--- config.mk ---
export PLATFORM = sky130hd
export DESIGN_NAME = regfile_sb
export DESIGN_NICKNAME = d
export VERILOG_FILES = /design/src/rtl/regfile_sb.sv
export SDC_FILE = /design/constraint.sdc
export NUM_CORES = 1
export LEC_CHECK = 0
export ABC_AREA = 1
export CORE_ASPECT_RATIO = 1.1
export CORE_MARGIN = 2
export CORE_UTILIZATION = 65
export CTS_BUF_LIST = sky130_fd_sc_hd__clkbuf_16
export CTS_CLUSTER_DIAMETER = 150
export DETAILED_ROUTE_END_ITERATION = 10
export DONT_BUFFER_PORTS = 1
export PLACE_DENSITY = 0.86
export SLEW_MARGIN = 0
export SYNTH_ARGS = -nofsm -noshare
export SYNTH_HDL_FRONTEND = slang
export SYNTH_SLANG_ARGS = --single-unit
--- constraint.sdc ---
create_clock -name clk -period 4.6 [get_ports clk]
set_input_delay 0.23 -clock clk [delete_from_list [all_inputs] [get_ports clk]]
set_output_delay 0.23 -clock clk [all_outputs]
set_load 0.02 [all_outputs]
--- src/rtl/regfile_sb.sv ---
// Parametrised register file: two registered read ports, one write port with
// optional write-to-read bypass, and a pending scoreboard. Optional: ZERO_REG_EN.
module regfile_sb #(
    parameter int DATA_W = 16,
    parameter int ADDR_W = 4,
    parameter int BYPASS = 1
) (
    input  logic              clk,
    input  logic              rst,
    input  logic [ADDR_W-1:0] rs,
    input  logic [ADDR_W-1:0] rt,
    input  logic              rd_en,
    input  logic              wr_en,
    input  logic [ADDR_W-1:0] rd,
    input  logic [DATA_W-1:0] data_in,
    input  logic              issue_en,
    input  logic [ADDR_W-1:0] issue_addr,
    output logic [DATA_W-1:0] A,
    output logic [DATA_W-1:0] B,
    output logic              rs_busy,
    output logic              rt_busy,
    output logic [ADDR_W:0]   pending_cnt
);
    localparam int DEPTH = 1 << ADDR_W;

    logic [DATA_W-1:0] mem_reg [DEPTH];
    logic [DEPTH-1:0]  pending_reg;
    logic [DEPTH-1:0]  pending_next;
    logic [ADDR_W:0]   cnt_reg;
    logic [ADDR_W:0]   cnt_next;
    logic [DATA_W-1:0] a_reg, b_reg, a_next, b_next;
    logic              rs_busy_reg, rt_busy_reg, rs_busy_next, rt_busy_next;
    logic              wr_eff, issue_eff;

`ifdef ZERO_REG_EN
    // Register 0 is a constant: neither writes nor issues may touch it.
    assign wr_eff    = wr_en && (rd != '0);
    assign issue_eff = issue_en && (issue_addr != '0);
`else
    assign wr_eff    = wr_en;
    assign issue_eff = issue_en;
`endif

    // A retiring write clears its bit, but a new issue to the same register wins.
    genvar gi;
    generate
        for (gi = 0; gi < DEPTH; gi++) begin : g_pending
            assign pending_next[gi] = (issue_eff && issue_addr == ADDR_W'(gi)) ||
                                      (pending_reg[gi] && !(wr_eff && rd == ADDR_W'(gi)));
        end
    endgenerate

    always_comb begin
        cnt_next = '0;
        for (int i = 0; i < DEPTH; i++) begin
            cnt_next = cnt_next + (ADDR_W + 1)'(pending_next[i]);
        end
    end

    always_comb begin
        a_next       = mem_reg[rs];
        b_next       = mem_reg[rt];
        rs_busy_next = pending_reg[rs];
        rt_busy_next = pending_reg[rt];
        if (BYPASS != 0) begin
            if (wr_eff && rd == rs) begin
                a_next       = data_in;
                rs_busy_next = issue_eff && issue_addr == rs;
            end
            if (wr_eff && rd == rt) begin
                b_next       = data_in;
                rt_busy_next = issue_eff && issue_addr == rt;
            end
        end
    end

    always_ff @(posedge clk) begin
        if (rst) begin
            for (int i = 0; i < DEPTH; i++) begin
                mem_reg[i] <= '0;
            end
            pending_reg <= '0;
            cnt_reg     <= '0;
            a_reg       <= '0;
            b_reg       <= '0;
            rs_busy_reg <= 1'b0;
            rt_busy_reg <= 1'b0;
        end else begin
            if (wr_eff) begin
                mem_reg[rd] <= data_in;
            end
            pending_reg <= pending_next;
            cnt_reg     <= cnt_next;
            if (rd_en) begin
                a_reg       <= a_next;
                b_reg       <= b_next;
                rs_busy_reg <= rs_busy_next;
                rt_busy_reg <= rt_busy_next;
            end
        end
    end

    assign A           = a_reg;
    assign B           = b_reg;
    assign rs_busy     = rs_busy_reg;
    assign rt_busy     = rt_busy_reg;
    assign pending_cnt = cnt_reg;
endmodule
Yosys cells after proc, flatten, opt, wreduce, memory -nomap -nowiden. Memory sizes are Yosys's and may differ from the RTL's. A register that Yosys moved wholly into a read port is not among the register bits. Index checks and enable logic that the tools add are counted.

Memories kept: 1. Memory bits (writable): 256. Logic and storage cells: 157. Flip-flop bits (word level): 23.

Memory list: mem_reg (words 16, width 16, read ports 2, clocked after Yosys merged registers in 2, write ports 16, line 26) `logic [DATA_W-1:0] mem_reg [DEPTH];`.

$add $sub $neg: 15. Magnitude comparators: 2. Reductions and logical operators: 87. Equality and inequality tests: 34. Muxes and demuxes: 14.

Operators by type and width (number): 4-bit == test, second input constant (16); 5-bit by 1-bit adder with 5-bit output (11); 1-bit logical AND (52); 4-bit by 3-bit == test with 1-bit output, second input constant (8); 4-bit by 2-bit == test with 1-bit output, second input constant (4); 4-bit == test (4); 1-bit logical NOT (16); 1-bit logical OR (16); 16-bit two-way mux (1); 16-bit OR reduction (1); 4-bit by 5-bit < comparator with 1-bit output, second input constant (2); 1-bit two-way mux (10); 1-bit binary-select mux with 4-bit select (2); 4-bit by 1-bit == test with 1-bit output, second input constant (2); 4-bit logical NOT (2); 4-bit by 1-bit adder with 5-bit output (1); 3-bit by 1-bit adder with 4-bit output (1); 4-bit two-way mux (1); 2-bit by 1-bit adder with 3-bit output (1); 1-bit by 1-bit adder with 2-bit output (1).

Depth between registers and ports, before layout.
Depth in word-level cells: 20. Depth in mapped cells: 19. Mapped depth without buffers: 19.

Worst setup path before layout. No wires, ideal clock.

Path type: input-to-reg. Start point: input port wr_en. End point: register cnt_reg[2] (netlist: pending_cnt[2]). Arrival time: 4026 ps. Path slack: 504 ps. Cell stages on the path: 19. Library setup time: 70 ps. Path through: inv_1 > nor3_4 > inv_1 > o21ai_0 > nand2_1 > fa_1 > inv_1 > fa_1 > inv_1 > fa_1 > inv_1 > fa_1 > inv_1 > ha_1 > inv_1 > fa_1 > inv_1 > o21ai_0 > a21oi_1.

Elaborated cells between the ends (all ways): 79. Classes of those cells: add/sub (15); reduce/logical (64).

RTL lines: start: declaration (line 13) `input logic wr_en,`; 1-bit logical AND (line 49) `(pending_reg[gi] && !(wr_eff && rd == ADDR_W'(gi)));`; 1-bit logical NOT (line 49); 1-bit logical AND (line 49); 1-bit logical OR (line 48) `assign pending_next[gi] = (issue_eff && issue_addr == ADDR_W'(gi)) ||`; named net pending_next[11] (line 28) `logic [DEPTH-1:0] pending_next;`; 5-bit by 1-bit adder with 5-bit output (5 in a row) (line 56) `cnt_next = cnt_next + (ADDR_W + 1)'(pending_next[i]);`; end signal: assignment (line 93) `cnt_reg <= cnt_next;`; end: declaration (line 29) `logic [ADDR_W:0] cnt_reg;`.

The timed path passes the listed nets, and every way through them passes these cells. A chain may end at the register's enable or synchronous reset.

Worst setup path after layout.
Start point: input port issue_addr[3]. End point: register cnt_reg[2] (netlist: pending_cnt[2]).

Elaborated cells between the ends (all ways): 63. Classes of those cells: add/sub (15); eq/ne (15); reduce/logical (33).

RTL lines: start: declaration (line 17) `input logic [ADDR_W-1:0] issue_addr,`; 4-bit by 3-bit == test with 1-bit output (line 48); 1-bit logical AND (line 48); 1-bit logical OR (line 48); named net pending_next[7] (line 28); 5-bit by 1-bit adder with 5-bit output (9 in a row) (line 56).

The timed path passes the listed nets, and every way through them passes these cells.

==> flow_summary.toml <==
[status]
run_status = "finished, final reports clean"

[yosys]
post_synth_most_frequent_cells = "sky130_fd_sc_hd__nand2_1, sky130_fd_sc_hd__nand3_1, sky130_fd_sc_hd__nor2_1, sky130_fd_sc_hd__inv_1, sky130_fd_sc_hd__edfxtp_1"
syn-instance-count = 2339
netlist.top_cell.by_area = "sky130_fd_sc_hd__edfxtp_1"
synth.distinct_cells = 33
synth_most_common_cell = "sky130_fd_sc_hd__nand2_1"
share_of_synthesized_registers_carrying_an_async_set_or_reset_pct = 0
synth-edff-count = 256
synth_seq_cells = 311
part_of_the_yosys_area_used_for_sequential_elements_pct = 49.1
synth_largest_type_area_fraction_pct = 42.9
netlist_top_cells_area = "sky130_fd_sc_hd__edfxtp_1, sky130_fd_sc_hd__nand2_1, sky130_fd_sc_hd__nand3_1"
synth_warnings = 0
synth_fp_nets = 2391
synthesis.area_um2 = 17900
ys_dominant_reg_cell = "sky130_fd_sc_hd__edfxtp_1"
synthesized_area_per_cell_um2 = 7.65

[detailed_routing]
wl_per_cell_um = 23.3
vias_per_cell = 6.54
post-route-drc-count = 0
firstDrtPassIters = 10
postRouteAntennaNets = 0
postRouteWirelength_um = 61100
number_of_design_rule_violations_left_by_the_first_detailed_router_iteration = 3400
num_vias = 17100

[global_routing]
first_global_vias = 15800
track_usage_pct = 42.1
grt_pass1_wl_um = 91300
antenna_found_initial = 0
grt.overflow.total = 0
grt_start_max_net_pins = 196

[sta]
period_needed_ns = 3.93
fin_skew_ns = 0.0308
post-route-period-util_pct = 85.4
timing.slew.headroom_pct = 33.2
hold_viol = 0
measured_slew_at_the_worst_slew_check_pin_ns = 0.996
fmax_mhz = 254
timing.final.ws_setup_ns = 0.670
slew_limit_fails = 0
rsz0062_at_grt = "false"
setup_total_negative_slack_ns = 0
finalSetupViolations = 0

[clock_tree]
setup_bufs_post_cts = 0
cts_repair_resize_count = 0
clk-insertion-delay-late_ns = 0.54
tritoncts.num_buffers = 34
cts_htree_levels = 2
cts_max_path_buffers = 3
cts_tree = "built"
ctsRootBufferMaster = "sky130_fd_sc_hd__clkbuf_16"
cts_sinks = 311
path_clk_slew_ns = 0.06
cts_hold_repair.buffers = 17

[worst_setup_path]
criticalPathCategory = "in -> reg"
path_common_cell = "sky130_fd_sc_hd__fa_1"
worst_path_max_stage_delay_ns = 0.54
setup.worst_path.start_class = "input port"
cp_top_family = "adder cells"
cpMaxStageDelayCell = "sky130_fd_sc_hd__dlygate4sd3_1"
crit_path_cell_trace = "dlygate4sd3_1 > nor3_1 > nand2_1 > nand2_1 > fa_1 > fa_1 > fa_1 > inv_1 > fa_1 > inv_1 > ha_1 > inv_1 > fa_1 > inv_1 > o21ai_0 > a21oi_1"
worst_ep_required_time_ns = 5.06
cp_max_fo = 4
critical_path.n_buffers_inverters = 5
endpoint_kind = "flip-flop"
worst_ep_arrival_time_ns = 4.39

[worst_hold_path]
worstHoldPathType = "in -> reg"

[power_and_ir_drop]
max-vdd-ir-drop_uv = 259
power_density_nw_per_um2 = 362
cellLeakagePower_uw = 0.00842

[floorplan]
die_w_um = 162
fp.dieArea_um2 = 28900
starting_density_of_the_core_pct = 66.2
core-area_um2 = 27000
die_height_um = 178
core.rowCount = 63
boundaryPins = 76

[layout]
synthToLayoutAreaGrowth_pct = 5.93
nNetsFinal = 2292
num_antenna_cells = 0
layout.filler_cells = 2013
post_route_cells_drive_above_1_share_pct = 4.46
flip_flop_count_of_the_largest_register_after_layout = 256

[placement]
weighted_congestion_reported_at_the_end_of_routability_driven_placement = 0.937
detailedPlacementHpwl_um = 36700
pre_cts_ws_ns = 0.240
number_of_input_and_output_port_buffers_inserted = 0

[job]
max_cap_viol_count = 0
[worst reg2reg max path: stages (launching register included)]
cell and delay [ns]:
sky130_fd_sc_hd__dfxtp_1 0.31, sky130_fd_sc_hd__o21ai_0 0.10, sky130_fd_sc_hd__nand2_1 0.12, sky130_fd_sc_hd__fa_1 0.55
sky130_fd_sc_hd__inv_1 0.05, sky130_fd_sc_hd__fa_1 0.48, sky130_fd_sc_hd__inv_1 0.06, sky130_fd_sc_hd__fa_1 0.53
sky130_fd_sc_hd__inv_1 0.05, sky130_fd_sc_hd__fa_1 0.43, sky130_fd_sc_hd__inv_1 0.07, sky130_fd_sc_hd__ha_1 0.16
sky130_fd_sc_hd__inv_1 0.06, sky130_fd_sc_hd__fa_1 0.41, sky130_fd_sc_hd__inv_1 0.10, sky130_fd_sc_hd__o21ai_0 0.08
sky130_fd_sc_hd__a21oi_1 0.13
[path summary, 6_finish.rpt]
| path | from | to | slack (ns) | cells past startpoint |
|---|---|---|---|---|
| worst max-delay path | issue_addr[3] | pending_cnt[2] | 0.67 | 16 |
| worst min-delay path | issue_addr[0] | pending_reg[8] | 0.005 | 3 |
| worst max register to register | pending_reg[11] | pending_cnt[2] | 0.86 | 16 |
| worst min register to register | pending_reg[2] | pending_reg[2] | 0.50 | 2 |
[final cells by class]
cell class / instances / area, um2 / share of cell area, %
Clock inverter: 22 / 130 / 0.686
Multi-Input combinational cell: 1573 / 7300 / 38.5
Inverter: 292 / 1100 / 5.79
Clock buffer: 37 / 926 / 4.88
Tap cell: 357 / 447 / 2.36
Timing Repair Buffer: 28 / 275 / 1.45
Sequential cell: 311 / 8790 / 46.3
[metal layers]
layer  global-route usage (%)  wire, um  share of wire, %  up-vias
met2                     63.0     26600                44     1613
met3                     11.1      9570                16      393
met4                     31.3      5580               9.1        0
met5                        0         0                 0        -
met1                     52.6     19300                32     7735
li1                         -         -                 -     7390
[cells by family (layout without fill, tap and decap cells)]
kind of cell	Yosys count	after routing	synth area share, %
DFF	311	311	49.1
xor gates and xnor gates	5	5	0.287
adders and majority gates	15	15	1.47
and+or+nand+nor	1328	1328	31.9
AOI/OAI and AO/OA	225	225	7.17
buffers and inverters	455	379	10.1
[through the flow]
step | hold slack, ns | instances | total power [uW] | util [%] | cell area [um2]
after floorplan | 0.309 | 2339 | 4010 | - | 17900
after global placement | 0.303 | 2544 | 4160 | 65.6 | 17700
after detailed placement | 0.304 | 2544 | 4200 | 65.6 | 17700
after CTS | 0.00355 | 2620 | 6790 | 70.1 | 19000
after global routing | 0.0292 | 2620 | 7020 | 70.1 | 19000
final | 0.00499 | 2620 | 6870 | 70.1 | 19000
[report_power, final]
part / internal (uW) / leakage [uW] / total (uW) / switching [uW]
clock network: 1460 / 0.000530 / 2650 / 1190
logic: 251 / 0.00500 / 904 / 653
registers: 3210 / 0.00290 / 3320 / 105
[placed cells by master, fill, tap and decap left out, drive strengths merged]
| cell | n |
|---|---|
| edfxtp | 256 |
| a21o | 1 |
| xnor2 | 5 |
| buf | 12 |
| o21ai | 75 |
| nand3 | 407 |
| a32oi | 4 |
| nand3b | 2 |
| nor3 | 8 |
| dlygate4sd3 | 16 |
| inv | 280 |
| dfxtp | 55 |
| clkbuf | 37 |
| a21oi | 91 |
| clkinvlp | 1 |
| o211ai | 54 |
| clkinv | 33 |
| nand4 | 1 |
| nand2 | 561 |
| fa | 10 |
| nor2 | 349 |
| ha | 5 |
Note: power is estimated with default switching activity, not from simulation.
